===== src/rtl/i2c_cfg_sequencer.sv =====
// Walks a configuration table and programs each entry into an I2C master over a local bus,
// polling the master's status with NACK retry and a poll timeout.
module i2c_cfg_sequencer #(
    parameter int unsigned LB_DATA_W   = 32,
    parameter int unsigned LB_ADDR_W   = 8,
    parameter int unsigned TBL_ADDR_W  = 6,
    parameter logic [7:0]  CLK_DIV_VAL = 8'd250,
    parameter int unsigned MAX_RETRY   = 3,
    parameter int unsigned LAUNCH_WAIT = 4,
    parameter int unsigned TIMEOUT_W   = 16,
    parameter int unsigned REG_ADDR    = 'h00,
    parameter int unsigned CLKDIV      = 'h01,
    parameter int unsigned CONFIG      = 'h02,
    parameter int unsigned STATUS      = 'h03,
    parameter int unsigned CACHE_BASE  = 'h10
) (
    input  logic                  clk,
    input  logic                  rst_n,
    input  logic                  start,
    output logic [TBL_ADDR_W-1:0] tbl_addr,
    input  logic [31:0]           tbl_data,
    output logic                  lb_wr_en,
    output logic                  lb_rd_en,
    output logic [LB_ADDR_W-1:0]  lb_addr,
    output logic [LB_DATA_W-1:0]  lb_wr_data,
    input  logic                  lb_wr_valid,
    input  logic                  lb_rd_valid,
    input  logic [LB_DATA_W-1:0]  lb_rd_data,
    output logic                  busy,
    output logic                  done,
    output logic                  err,
    output logic [TBL_ADDR_W-1:0] err_idx,
    output logic [1:0]            err_code
);

    localparam int unsigned RETRY_W = (MAX_RETRY > 1) ? $clog2(MAX_RETRY + 1) : 1;

    typedef enum logic [3:0] {
        StIdle, StClkdiv, StFetch, StWrAddr, StWrD0, StWrD1, StWrCfg,
        StLaunch, StPollRd, StPollChk, StNext, StDone, StErr
    } state_e;

    state_e               state_q, state_d, wr_next;
    logic                 pend_q, pend_d;
    logic [22:0]          entry_q, entry_d;
    logic [RETRY_W-1:0]   retry_q, retry_d;
    logic [TIMEOUT_W-1:0] timer_q, timer_d;
    logic [1:0]           status_q, status_d;
    logic [TBL_ADDR_W-1:0] tbl_addr_d, err_idx_d;
    logic                 wr_en_d, rd_en_d, busy_d, done_d, err_d;
    logic [LB_ADDR_W-1:0] addr_d, wr_addr;
    logic [LB_DATA_W-1:0] wdata_d, wr_data;
    logic [1:0]           err_code_d;
    logic                 poll_phase;

    logic unused_bits;
    assign unused_bits = ^{tbl_data[7:0], lb_rd_data[LB_DATA_W-1:2]};

    // Address, data and successor for whichever write state is current
    always_comb begin
        wr_addr = '0;
        wr_data = '0;
        wr_next = StIdle;
        case (state_q)
            StClkdiv: begin
                wr_addr = LB_ADDR_W'(CLKDIV);
                wr_data = LB_DATA_W'(CLK_DIV_VAL);
                wr_next = StFetch;
            end
            StWrAddr: begin
                wr_addr = LB_ADDR_W'(REG_ADDR);
                wr_data = LB_DATA_W'({entry_q[22:16], 1'b0});
                wr_next = StWrD0;
            end
            StWrD0: begin
                wr_addr = LB_ADDR_W'(CACHE_BASE);
                wr_data = LB_DATA_W'(entry_q[15:8]);
                wr_next = StWrD1;
            end
            StWrD1: begin
                wr_addr = LB_ADDR_W'(CACHE_BASE + 1);
                wr_data = LB_DATA_W'(entry_q[7:0]);
                wr_next = StWrCfg;
            end
            StWrCfg: begin
                wr_addr = LB_ADDR_W'(CONFIG);
                wr_data = LB_DATA_W'(32'h0000_0207);
                wr_next = StLaunch;
            end
            default: ;
        endcase
    end

    assign poll_phase = (state_q == StLaunch) || (state_q == StPollRd) || (state_q == StPollChk);

    always_comb begin
        state_d    = state_q;
        pend_d     = pend_q;
        entry_d    = entry_q;
        retry_d    = retry_q;
        timer_d    = timer_q;
        status_d   = status_q;
        tbl_addr_d = tbl_addr;
        err_idx_d  = err_idx;
        err_code_d = err_code;
        wr_en_d    = 1'b0;
        rd_en_d    = 1'b0;
        addr_d     = lb_addr;
        wdata_d    = lb_wr_data;

        case (state_q)
            StIdle, StDone, StErr: begin
                if (start) begin
                    state_d    = StClkdiv;
                    tbl_addr_d = '0;
                    retry_d    = '0;
                    err_code_d = 2'b00;
                    pend_d     = 1'b0;
                end
            end
            StClkdiv, StWrAddr, StWrD0, StWrD1, StWrCfg: begin
                if (!pend_q) begin
                    wr_en_d = 1'b1;
                    pend_d  = 1'b1;
                    addr_d  = wr_addr;
                    wdata_d = wr_data;
                end else if (lb_wr_valid) begin
                    pend_d  = 1'b0;
                    state_d = wr_next;
                    timer_d = '0;
                end
            end
            StFetch: begin
                // First cycle lets the table read settle; second cycle consumes it
                if (!pend_q) begin
                    pend_d = 1'b1;
                end else begin
                    pend_d  = 1'b0;
                    entry_d = tbl_data[30:8];
                    state_d = tbl_data[31] ? StDone : StWrAddr;
                end
            end
            StLaunch: begin
                timer_d = timer_q + 1'b1;
                if (timer_q == TIMEOUT_W'(LAUNCH_WAIT - 1)) state_d = StPollRd;
            end
            StPollRd: begin
                timer_d = timer_q + 1'b1;
                if (!pend_q) begin
                    rd_en_d = 1'b1;
                    pend_d  = 1'b1;
                    addr_d  = LB_ADDR_W'(STATUS);
                end else if (lb_rd_valid) begin
                    pend_d   = 1'b0;
                    status_d = lb_rd_data[1:0];
                    state_d  = StPollChk;
                end
            end
            StPollChk: begin
                timer_d = timer_q + 1'b1;
                if (status_q[0]) begin
                    state_d = StPollRd;
                end else if (status_q[1]) begin
                    if (retry_q < RETRY_W'(MAX_RETRY)) begin
                        retry_d = retry_q + 1'b1;
                        state_d = StWrCfg;
                    end else begin
                        state_d    = StErr;
                        err_code_d = 2'b01;
                    end
                end else begin
                    state_d = StNext;
                end
            end
            StNext: begin
                retry_d = '0;
                if (&tbl_addr) begin
                    state_d = StDone;
                end else begin
                    tbl_addr_d = tbl_addr + 1'b1;
                    state_d    = StFetch;
                end
            end
            default: state_d = StIdle;
        endcase

        // Timeout wins over everything, including a read still in flight
        if (poll_phase && (&timer_q)) begin
            state_d    = StErr;
            err_code_d = 2'b10;
            pend_d     = 1'b0;
            rd_en_d    = 1'b0;
            addr_d     = lb_addr;
        end

        if (state_d == StErr && state_q != StErr) err_idx_d = tbl_addr;

        busy_d = !(state_d inside {StIdle, StDone, StErr});
        done_d = (state_d == StDone);
        err_d  = (state_d == StErr);
    end

    always_ff @(posedge clk or negedge rst_n) begin
        if (!rst_n) begin
            state_q    <= StIdle;
            pend_q     <= 1'b0;
            entry_q    <= '0;
            retry_q    <= '0;
            timer_q    <= '0;
            status_q   <= '0;
            tbl_addr   <= '0;
            lb_wr_en   <= 1'b0;
            lb_rd_en   <= 1'b0;
            lb_addr    <= '0;
            lb_wr_data <= '0;
            busy       <= 1'b0;
            done       <= 1'b0;
            err        <= 1'b0;
            err_idx    <= '0;
            err_code   <= '0;
        end else begin
            state_q    <= state_d;
            pend_q     <= pend_d;
            entry_q    <= entry_d;
            retry_q    <= retry_d;
            timer_q    <= timer_d;
            status_q   <= status_d;
            tbl_addr   <= tbl_addr_d;
            lb_wr_en   <= wr_en_d;
            lb_rd_en   <= rd_en_d;
            lb_addr    <= addr_d;
            lb_wr_data <= wdata_d;
            busy       <= busy_d;
            done       <= done_d;
            err        <= err_d;
            err_idx    <= err_idx_d;
            err_code   <= err_code_d;
        end
    end

endmodule


===== config.mk =====
export PLATFORM = sky130hd
export DESIGN_NAME = i2c_cfg_sequencer
export DESIGN_NICKNAME = d
export VERILOG_FILES = /design/src/rtl/i2c_cfg_sequencer.sv
export SDC_FILE = /design/constraint.sdc
export NUM_CORES = 1
export LEC_CHECK = 0
export ABC_CLOCK_PERIOD_IN_PS = 3350
export BUFFER_PORTS_ARGS = -buffer_cell sky130_fd_sc_hd__buf_4
export CAP_MARGIN = 25
export CORE_ASPECT_RATIO = 1.4
export CORE_UTILIZATION = 43
export DETAILED_ROUTE_END_ITERATION = 16
export GPL_TIMING_DRIVEN = 0
export PLACE_DENSITY = 0.67
export SLEW_MARGIN = 20
export SYNTH_ARGS = -nofsm -noshare
export SYNTH_HDL_FRONTEND = slang
export SYNTH_SLANG_ARGS = --single-unit

===== constraint.sdc =====
create_clock -name clk -period 3.35 [get_ports clk]
set_clock_uncertainty 0.2 [all_clocks]
set_input_delay 0.335 -clock clk [delete_from_list [all_inputs] [get_ports clk]]
set_output_delay 0.335 -clock clk [all_outputs]
set_load 0.03 [all_outputs]

# After elaboration in Yosys (flattened, before gate mapping)
# Index checks and enable logic that the tools add are counted.
[totals]
inputBits = 69
reg_bits = 107
word_cells = 126
output_inout_bits = 59
[classes]
magnitude_cmp = 1
eq_ne = 29
reduce_logical = 28
n_bitwise = 2
muxes = 47
add_sub_neg = 3
[op_table]
columns = ["cell", "count"]
rows = [
  ["4-bit two-way mux", 13],
  ["10-bit one-hot mux with 5 select lines", 1],
  ["16-bit two-way mux", 2],
  ["16-bit one-hot mux with 2 select lines", 1],
  ["4-bit == test, second input constant", 7],
  ["4-bit one-hot mux with 7 select lines", 1],
  ["5-bit one-hot mux with 4 select lines", 1],
  ["16-bit by 1-bit adder with 16-bit output, second input constant", 1],
  ["16-bit by 2-bit == test with 1-bit output, second input constant", 1],
  ["4-bit by 3-bit == test with 1-bit output, second input constant", 4],
  ["2-bit two-way mux", 8],
  ["8-bit two-way mux", 2],
  ["2-bit inequality test, second input constant", 8],
  ["8-bit one-hot mux with 2 select lines", 1],
  ["16-bit AND reduction", 1],
  ["3-bit one-hot mux with 5 select lines", 1],
  ["6-bit two-way mux", 2],
  ["6-bit one-hot mux with 2 select lines", 1],
  ["1-bit two-way mux", 10],
  ["5-bit AND reduction", 2],
  ["3-bit by 2-bit inequality test with 1-bit output, second input constant", 3],
  ["3-bit AND reduction", 3],
  ["3-bit nonzero test", 3],
  ["4-bit by 2-bit == test with 1-bit output, second input constant", 2],
  ["other kinds (22)", 31],
]

# Depth between registers and ports, before layout
# Gate-level depths: netlist of the first run.
[logic_depth]
ltp_word = 9
depth_mapped = 9
mapped_depth_nobuf = 7

# Least setup slack after synthesis of the first run
# OpenSTA, ideal clock, no wires.
[synth_path]
path_kind = "register to register"
from = "reg timer_q[7]"
to = "reg err_idx[0]"
path_stages_with_launch = 8
path_buffers = 1
t_arrival_ns = 2.156
setup_ns = 0.125
slack_ns = 0.869
required_time_ns = 3.025
path_cell_list = "dfrtp_1 -> nand4_1 -> or4_4 -> or4_1 -> buf_6 -> o21ai_2 -> o21ai_4 -> mux2_4"
[synth_via]
elab_chain_len = 6
word_cells_on_any_way = 8
cone_classes = "eq/ne: 2; mux: 3; reduce/logical: 3"
[synth_lines]
columns = ["item", "line", "source"]
rows = [
  ["from (decl)", "47", "logic [TIMEOUT_W-1:0] timer_q, timer_d;"],
  ["from (signal assigned)", "226", "timer_q <= timer_d;"],
  ["16-bit by 2-bit == test with 1-bit output", "145", "if (timer_q == TIMEOUT_W'(LAUNCH_WAIT - 1)) state_d = StPollRd;"],
  ["4-bit two-way mux", "145", ""],
  ["4-bit one-hot mux with 7 select lines", "111", "case (state_q)"],
  ["4-bit two-way mux (*)", "188", "if (poll_phase && (&timer_q)) begin"],
  ["4-bit == test (*)", "--", ""],
  ["named net err_d", "50", "logic wr_en_d, rd_en_d, busy_d, done_d, err_d;"],
  ["1-bit logical AND (*)", "196", "if (state_d == StErr && state_q != StErr) err_idx_d = tbl_addr;"],
  ["to (signal assigned)", "236", "err_idx <= err_idx_d;"],
  ["to (decl)", "32", "output logic [TBL_ADDR_W-1:0] err_idx,"],
]
# Mark *: on every way through the listed nets, which the timed path passes. The rest lies on a longest branch.
# A chain may end at the register's enable or synchronous reset.

# Worst setup path after layout of the first run
[layout_path]
from = "reg state_q[2]"
to = "reg err_idx[0]"
[layout_via]
elab_chain_len = 8
word_cells_on_any_way = 31
cone_classes = "eq/ne: 14; mux: 10; reduce/logical: 7"
[layout_lines]
columns = ["item", "line", "source"]
rows = [
  ["from (decl)", "43", "state_e state_q, state_d, wr_next;"],
  ["from (signal assigned)", "205", "state_q <= StIdle;"],
  ["from (signal assigned)", "222", "state_q <= state_d;"],
  ["4-bit by 3-bit == test with 1-bit output, or another cell as far along", "64, 111", ""],
  ["3-bit one-hot mux with 5 select lines", "64", "case (state_q)"],
  ["4-bit two-way mux", "127", "end else if (lb_wr_valid) begin"],
  ["4-bit two-way mux", "122", "if (!pend_q) begin"],
  ["4-bit one-hot mux with 7 select lines", "111", ""],
  ["4-bit two-way mux (*)", "188", ""],
  ["4-bit == test (*)", "--", ""],
  ["named net err_d", "50", ""],
  ["1-bit logical AND (*)", "196", ""],
]
# Marks and branches as above.

==> results.sh, run 1 <==
export IMPL_outcome="finished clean"
export IMPL_wl_met1_um=4420
export IMPL_maxCapViolations=0
export IMPL_clk_path_buf_depth=2
export IMPL_yosys_warnings=0
export IMPL_hold_class="in -> reg"
export IMPL_grt_max_degree=80
export IMPL_die_area_um2=10600
export IMPL_worst_pin_slew_ns=0.886
export IMPL_placed_area_um2=5110
export IMPL_slowest_stage="nor2_1"
export IMPL_fmax_ghz=0.323
export IMPL_p_per_area_nw_per_um2=776
export IMPL_p_leak_uw=0.00251
export IMPL_synth_top_area_cell="dfrtp_1"
export IMPL_yosys_register_bits=79
export IMPL_netlist_instances=441
export IMPL_dieWidth_um=87.3
export IMPL_fin_cells=682
export IMPL_synth_distinct_cells=62
export IMPL_totalWireLength_um=10700
export IMPL_antenna_found_initial=0
export IMPL_slew_limit_headroom_pct=40.1
export IMPL_track_usage_pct=21.1
export IMPL_antenna_cells=0
export IMPL_fin_nets=614
export IMPL_cts_root_buffer="clkbuf_16"
export IMPL_grt_overflow=0
export IMPL_routed_top_layer="met4"
export IMPL_hold_viol_final=0
export IMPL_synthesis_area_um2=4380
export IMPL_path_max_fanout=10
export IMPL_setup_viol_count_final=0
export IMPL_cts_made_buffers=9
export IMPL_reg2reg_slack_ns=0.25
export IMPL_required_ns=3.38
export IMPL_cts_tree="built"
export IMPL_pin_count=128
export IMPL_setup_tns_final_ns=0
export IMPL_final_common_cell="buf_4"
export IMPL_vias_per_cell=5.33
export IMPL_area_delta_synth_final_pct=23.8
export IMPL_synth_seq_area_share_pct=45.1
export IMPL_drv_slew=0
export IMPL_yosys_area_top_type_share_pct=45.1
export IMPL_die_h_um=121
export IMPL_num_vias=3636
export IMPL_p_total_uw=4210
export IMPL_dp_cells=664
export IMPL_mostFrequentLayoutCells="92 x buf_4, 79 x dfrtp_1, 40 x nand2_1, 39 x nor2_1"
export IMPL_wl_met2_um=5320
export IMPL_ir_drop_uv=329
export IMPL_wl_met3_um=529
export IMPL_dp_hpwl_um=7730
export IMPL_min_period_ns=3.10
export IMPL_synthFlopType="dfrtp_1"
export IMPL_layout_drive_gt1_share_pct=28.2
export IMPL_numClockSinks=79
export IMPL_clkTransAtPathRegs_ns=0.07
export IMPL_grt_pass1_vias=3521
export IMPL_cp_cell_sequence="clkbuf_1, inv_1, nor2_1, a221oi_1, o21ai_2, o21ai_4, mux2_4"
export IMPL_grt_pass1_wl_um=17100
export IMPL_cts_setup_buffers=0
export IMPL_drc_errors=0
export IMPL_post_route_period_util_pct=92.5
export IMPL_synth_area_leaders="dfrtp_1 45%, mux2_2 7.2%, buf_4 5.3%"
export IMPL_port_buffers=61
export IMPL_rsz0062_at_grt="false"
export IMPL_core_um2=9900
export IMPL_start_util_pct=44.2
export IMPL_endpoint_kind="flip-flop"
export IMPL_clk_insertion_delay_late_ns=0.35
export IMPL_detail_route_antenna_nets=0
export IMPL_h_tree_depth=3
export IMPL_async_flop_share_pct=100
export IMPL_rows=43
export IMPL_wl_per_cell_um=15.6
export IMPL_postSynthAreaPerCell_um2=9.93
export IMPL_worstSetupPathType="reg -> reg"
export IMPL_dr_pass1_iters=4
export IMPL_design_area_um2=5420
export IMPL_drt_initial_drc_count=252
export IMPL_worst_path_largest_cell_delay_ns=0.57
export IMPL_cts_resized=0
export IMPL_crit_path_start_kind="flip-flop"
export IMPL_synth_edf_count=0
export IMPL_place_gp_congestion=0.894
export IMPL_worstPathArrival_ns=3.13
## registers in the layout, summed over array words and instances (netlist names)
name / flops
lb_rd_en: 1
retry_q: 2
lb_addr: 3
status_q: 2
err_code: 2
state_q: 4
tbl_addr: 6
busy: 1
timer_q: 16
done: 1
err: 1
lb_wr_data: 9
entry_q: 23
lb_wr_en: 1
pend_q: 1
err_idx: 6
## repair_timing
action | CTS | global route
hold buffers | 0 | 1
hold endpoints to repair | 0 | 34
endpoints found under the setup margin | 0 | 0
## cell families after synthesis
kind of cell / after synthesis / share of synthesized area, %
xor gates and xnor gates: 19 / 3.80
other: 1 / 0.0856
adders and majority gates: 3 / 0.857
and+or+nand+nor: 157 / 18.9
AOI/OAI and AO/OA: 84 / 13.4
buffers and inverters: 63 / 8.26
DFF: 79 / 45.1
muxes: 35 / 9.49
## stage by stage
step / hold slack (ns) / util, % / setup WS, ns
floorplan: -0.161 / - / 0.869
global placement: 0.271 / 51.6 / 0.305
detailed placement: 0.275 / 51.7 / 0.298
CTS: 0.00488 / 54.5 / 0.279
global route: 0.0134 / 54.8 / 0.0677
finish: 0.0128 / 54.8 / 0.251
## area by class of cell
type                    count  area [um2]
inverters                  12        45.0
clock inverters             7        53.8
well taps                 135         169
flip-flops and latches     79        1980
multi-input cells         326        2150
fillers                   937        4480
clock buffers               9         225
plain buffers              51         317
repair buffers             63         488
## worst max-delay path, delay by kind of cell (launching register included)
kind            cells  cell delay [ns]
compound gates      3             0.77
mux                 1             0.32
simple gates        1             0.57
buf+inv             2             0.66
flops               1             0.46
## worst paths after layout
path,start,endpoint,cells past startpoint
max,state_q[2],err_idx[0],7
min,tbl_data[20],entry_q[12],2
max reg2reg,state_q[2],err_idx[0],7
min reg2reg,err_code[1],err_code[1],2
max in group asynchronous,rst_n,timer_q[14],3
min in group asynchronous,rst_n,retry_q[0],2
## power breakdown
part	internal (uW)	total [uW]	switching (uW)
sequential	1230	1430	200
clock	511	933	422
combinational	748	1850	1100
## layer usage
metal  track usage [%]  vias to the layer above
met3              3.88                       30
met1              26.3                     1746
li1                  -                     1731
met2              34.0                      129
met4              12.1                        0
met5                 0                        -
## cells in the mapped netlist, types with 2 or more instances
cell type	n
ha_1	3
nor2b_1	7
or4_1	2
mux2_2	28
nor2_1	39
o21a_1	2
nand4_1	3
a211oi_1	3
nor3b_1	2
nor3_1	8
nand2_1	40
a21oi_1	11
mux2_4	6
or2_2	3
and3_1	5
and4_1	2
a221oi_1	7
nand2b_1	6
clkbuf_1	17
nand3_1	10
xor2_1	8
inv_1	12
nor4bb_1	4
and2_1	2
o21ai_0	25
o2111ai_1	4
buf_4	31
a22o_1	5
and4b_1	2
a32oi_1	2
xnor2_1	11
a31oi_1	2
dfrtp_1	79
o22ai_1	3
o41ai_1	2
a32o_1	2
a21o_1	2
nand3b_1	7
nor4_1	8
o211ai_1	4
(Power assumes the default switching activity.)
==> run 2, diff against run 1 <==
--- a/config.mk
+++ b/config.mk
@@ -11,7 +11,6 @@
 export CORE_ASPECT_RATIO = 1.4
 export CORE_UTILIZATION = 43
 export DETAILED_ROUTE_END_ITERATION = 16
-export GPL_TIMING_DRIVEN = 0
 export PLACE_DENSITY = 0.67
 export SLEW_MARGIN = 20
 export SYNTH_ARGS = -nofsm -noshare
==> run 2 against run 1 <==
  * Non-clock buffer count shrank 41
  * Global-route usage shrank 0.75 points
  * Sequential power is essentially flat
  * Fmax grew 13%
  * Register-to-register slack gained 0.36 ns
  * Clock-buffer cell count grew 1
  * Total power grew 0.60%
  * Hold slack gained 0.0098 ns
  * Critical path depth shrank 1
  * Wire length shrank 7.0%
  * Combinational power shrank 5%
  * Die area is the same
  * Critical path type unchanged
==> results.sh, run 2 (same netlist as run 1, synthesis figures left out) <==
export IMPL_outcome="finished clean"
export IMPL_largest_register_ffs=23
export IMPL_path_max_fanout=7
export IMPL_min_path_cells=2
export IMPL_p_leak_uw=0.00236
export IMPL_numClockSinks=79
export IMPL_clk_path_buf_depth=2
export IMPL_nFillCells=913
export IMPL_fmax_ghz=0.365
export IMPL_setup_viol_count_final=0
export IMPL_min_period_ns=2.74
export IMPL_pin_count=128
export IMPL_cts_root_buffer="clkbuf_16"
export IMPL_detail_route_antenna_nets=0
export IMPL_clkTransAtPathRegs_ns=0.06
export IMPL_rows=43
export IMPL_worstSetupPathType="reg -> reg"
export IMPL_slowest_stage="or4_1"
export IMPL_crit_path_start_kind="flip-flop"
export IMPL_antenna_found_initial=0
export IMPL_area_delta_synth_final_pct=18.9
export IMPL_final_core_util_pct=52.6
export IMPL_ir_drop_uv=507
export IMPL_worst_path_largest_cell_delay_ns=0.58
export IMPL_grt_pass1_vias=3417
export IMPL_hold_viol_final=0
export IMPL_layout_drive_gt1_share_pct=25.5
export IMPL_p_per_area_nw_per_um2=813
export IMPL_fin_nets=573
export IMPL_dr_pass1_iters=6
export IMPL_totalWireLength_um=9910
export IMPL_num_vias=3410
export IMPL_drt_initial_drc_count=209
export IMPL_hold_class="in -> reg"
export IMPL_rsz0062_at_grt="false"
export IMPL_slew_limit_headroom_pct=50.9
export IMPL_cts_tree="built"
export IMPL_cts_hold_buffers=1
export IMPL_start_util_pct=44.2
export IMPL_placed_area_um2=4870
export IMPL_post_route_period_util_pct=81.7
export IMPL_fin_cells=640
export IMPL_worstPathArrival_ns=2.76
export IMPL_holdWs_ns=0.0226
export IMPL_drv_slew=0
export IMPL_design_area_um2=5210
export IMPL_path_buf_inv=0
export IMPL_cts_made_buffers=9
export IMPL_mostFrequentLayoutCells="79 x dfrtp_1, 71 x buf_4, 40 x nand2_1, 39 x nor2_1"
export IMPL_cts_setup_buffers=0
export IMPL_final_common_cell="dfrtp_1"
export IMPL_core_um2=9900
export IMPL_h_tree_depth=3
export IMPL_grt_pass1_wl_um=16600
export IMPL_grt_overflow=0
export IMPL_die_area_um2=10600
export IMPL_clk_insertion_delay_late_ns=0.34
export IMPL_rr_worst_depth=6
export IMPL_cp_cell_sequence="nand4_1, or4_4, or4_1, o21ai_2, o21ai_4, mux2_4"
export IMPL_antenna_cells=0
export IMPL_cts_resized=0
export IMPL_required_ns=3.37
export IMPL_dieWidth_um=87.3
export IMPL_die_h_um=121
export IMPL_dp_cells=624
export IMPL_endpoint_kind="flip-flop"
export IMPL_vias_per_cell=5.33
export IMPL_drc_errors=0
export IMPL_reg_top3="entry_q: 23 flops, timer_q: 16 flops, lb_wr_data: 9 flops"
export IMPL_port_buffers=61
export IMPL_place_gp_congestion=0.914
export IMPL_dp_hpwl_um=6800
export IMPL_setup_tns_final_ns=0
export IMPL_maxCapViolations=0
export IMPL_worst_pin_slew_ns=0.726
export IMPL_path_depth=6
export IMPL_regMostFlops="entry_q"
export IMPL_wl_per_cell_um=15.5
export IMPL_critPathTopFamily="simple AND/OR/NAND/NOR gates"
export IMPL_grt_max_degree=80
export IMPL_track_usage_pct=20.4
## run 2: area by class of cell
cell class                 instances  area (um2)  area share, %
clock buffer                      10         239           4.59
clock inverter                     5        82.6           1.59
inverter                          12        45.0          0.865
multi-input combinational        326        2140           41.1
sequential                        79        1980           38.0
tap                              135         169           3.24
timing repair buffer              73         554           10.6
## run 2: worst register-to-register path: stages, from the launching register on
cell and delay [ns]:
dfrtp_1 0.43, nand4_1 0.17, or4_4 0.57, or4_1 0.58, o21ai_2 0.19, o21ai_4 0.16
mux2_4 0.32
## run 2: per-stage QoR
| step | total power, uW | setup WS (ns) |
|---|---|---|
| 6_report | 4240 | 0.612 |
| 5_1_grt | 4500 | 0.501 |
| 4_1_cts | 4260 | 0.595 |
| 3_5_place_dp | 3190 | 0.601 |
| 3_3_place_gp | 3140 | 0.647 |
| 2_1_floorplan | 2720 | 0.869 |
## run 2: final timing paths
check / from / slack [ns] / end
max: timer_q[7] / 0.61 / err_idx[5]
min: tbl_data[19] / 0.02 / entry_q[11]
max reg2reg: timer_q[7] / 0.61 / err_idx[5]
min reg2reg: err_code[1] / 0.29 / err_code[1]
max in group asynchronous: rst_n / 2.06 / timer_q[14]
min in group asynchronous: rst_n / 0.40 / err_idx[4]
## run 2: power breakdown
group	internal [uW]	leakage [uW]	switching [uW]
registers	1230	0.00103	199
clock network	668	0.000147	387
logic	713	0.00118	1040
total	2610	0.00236	1620
## run 2: per-layer routing
layer	share of wire [%]	track usage (%)
met2	51	33.8
met4	2.8	9.84
met1	43	25.3
met3	3.5	3.74
met5	0	0
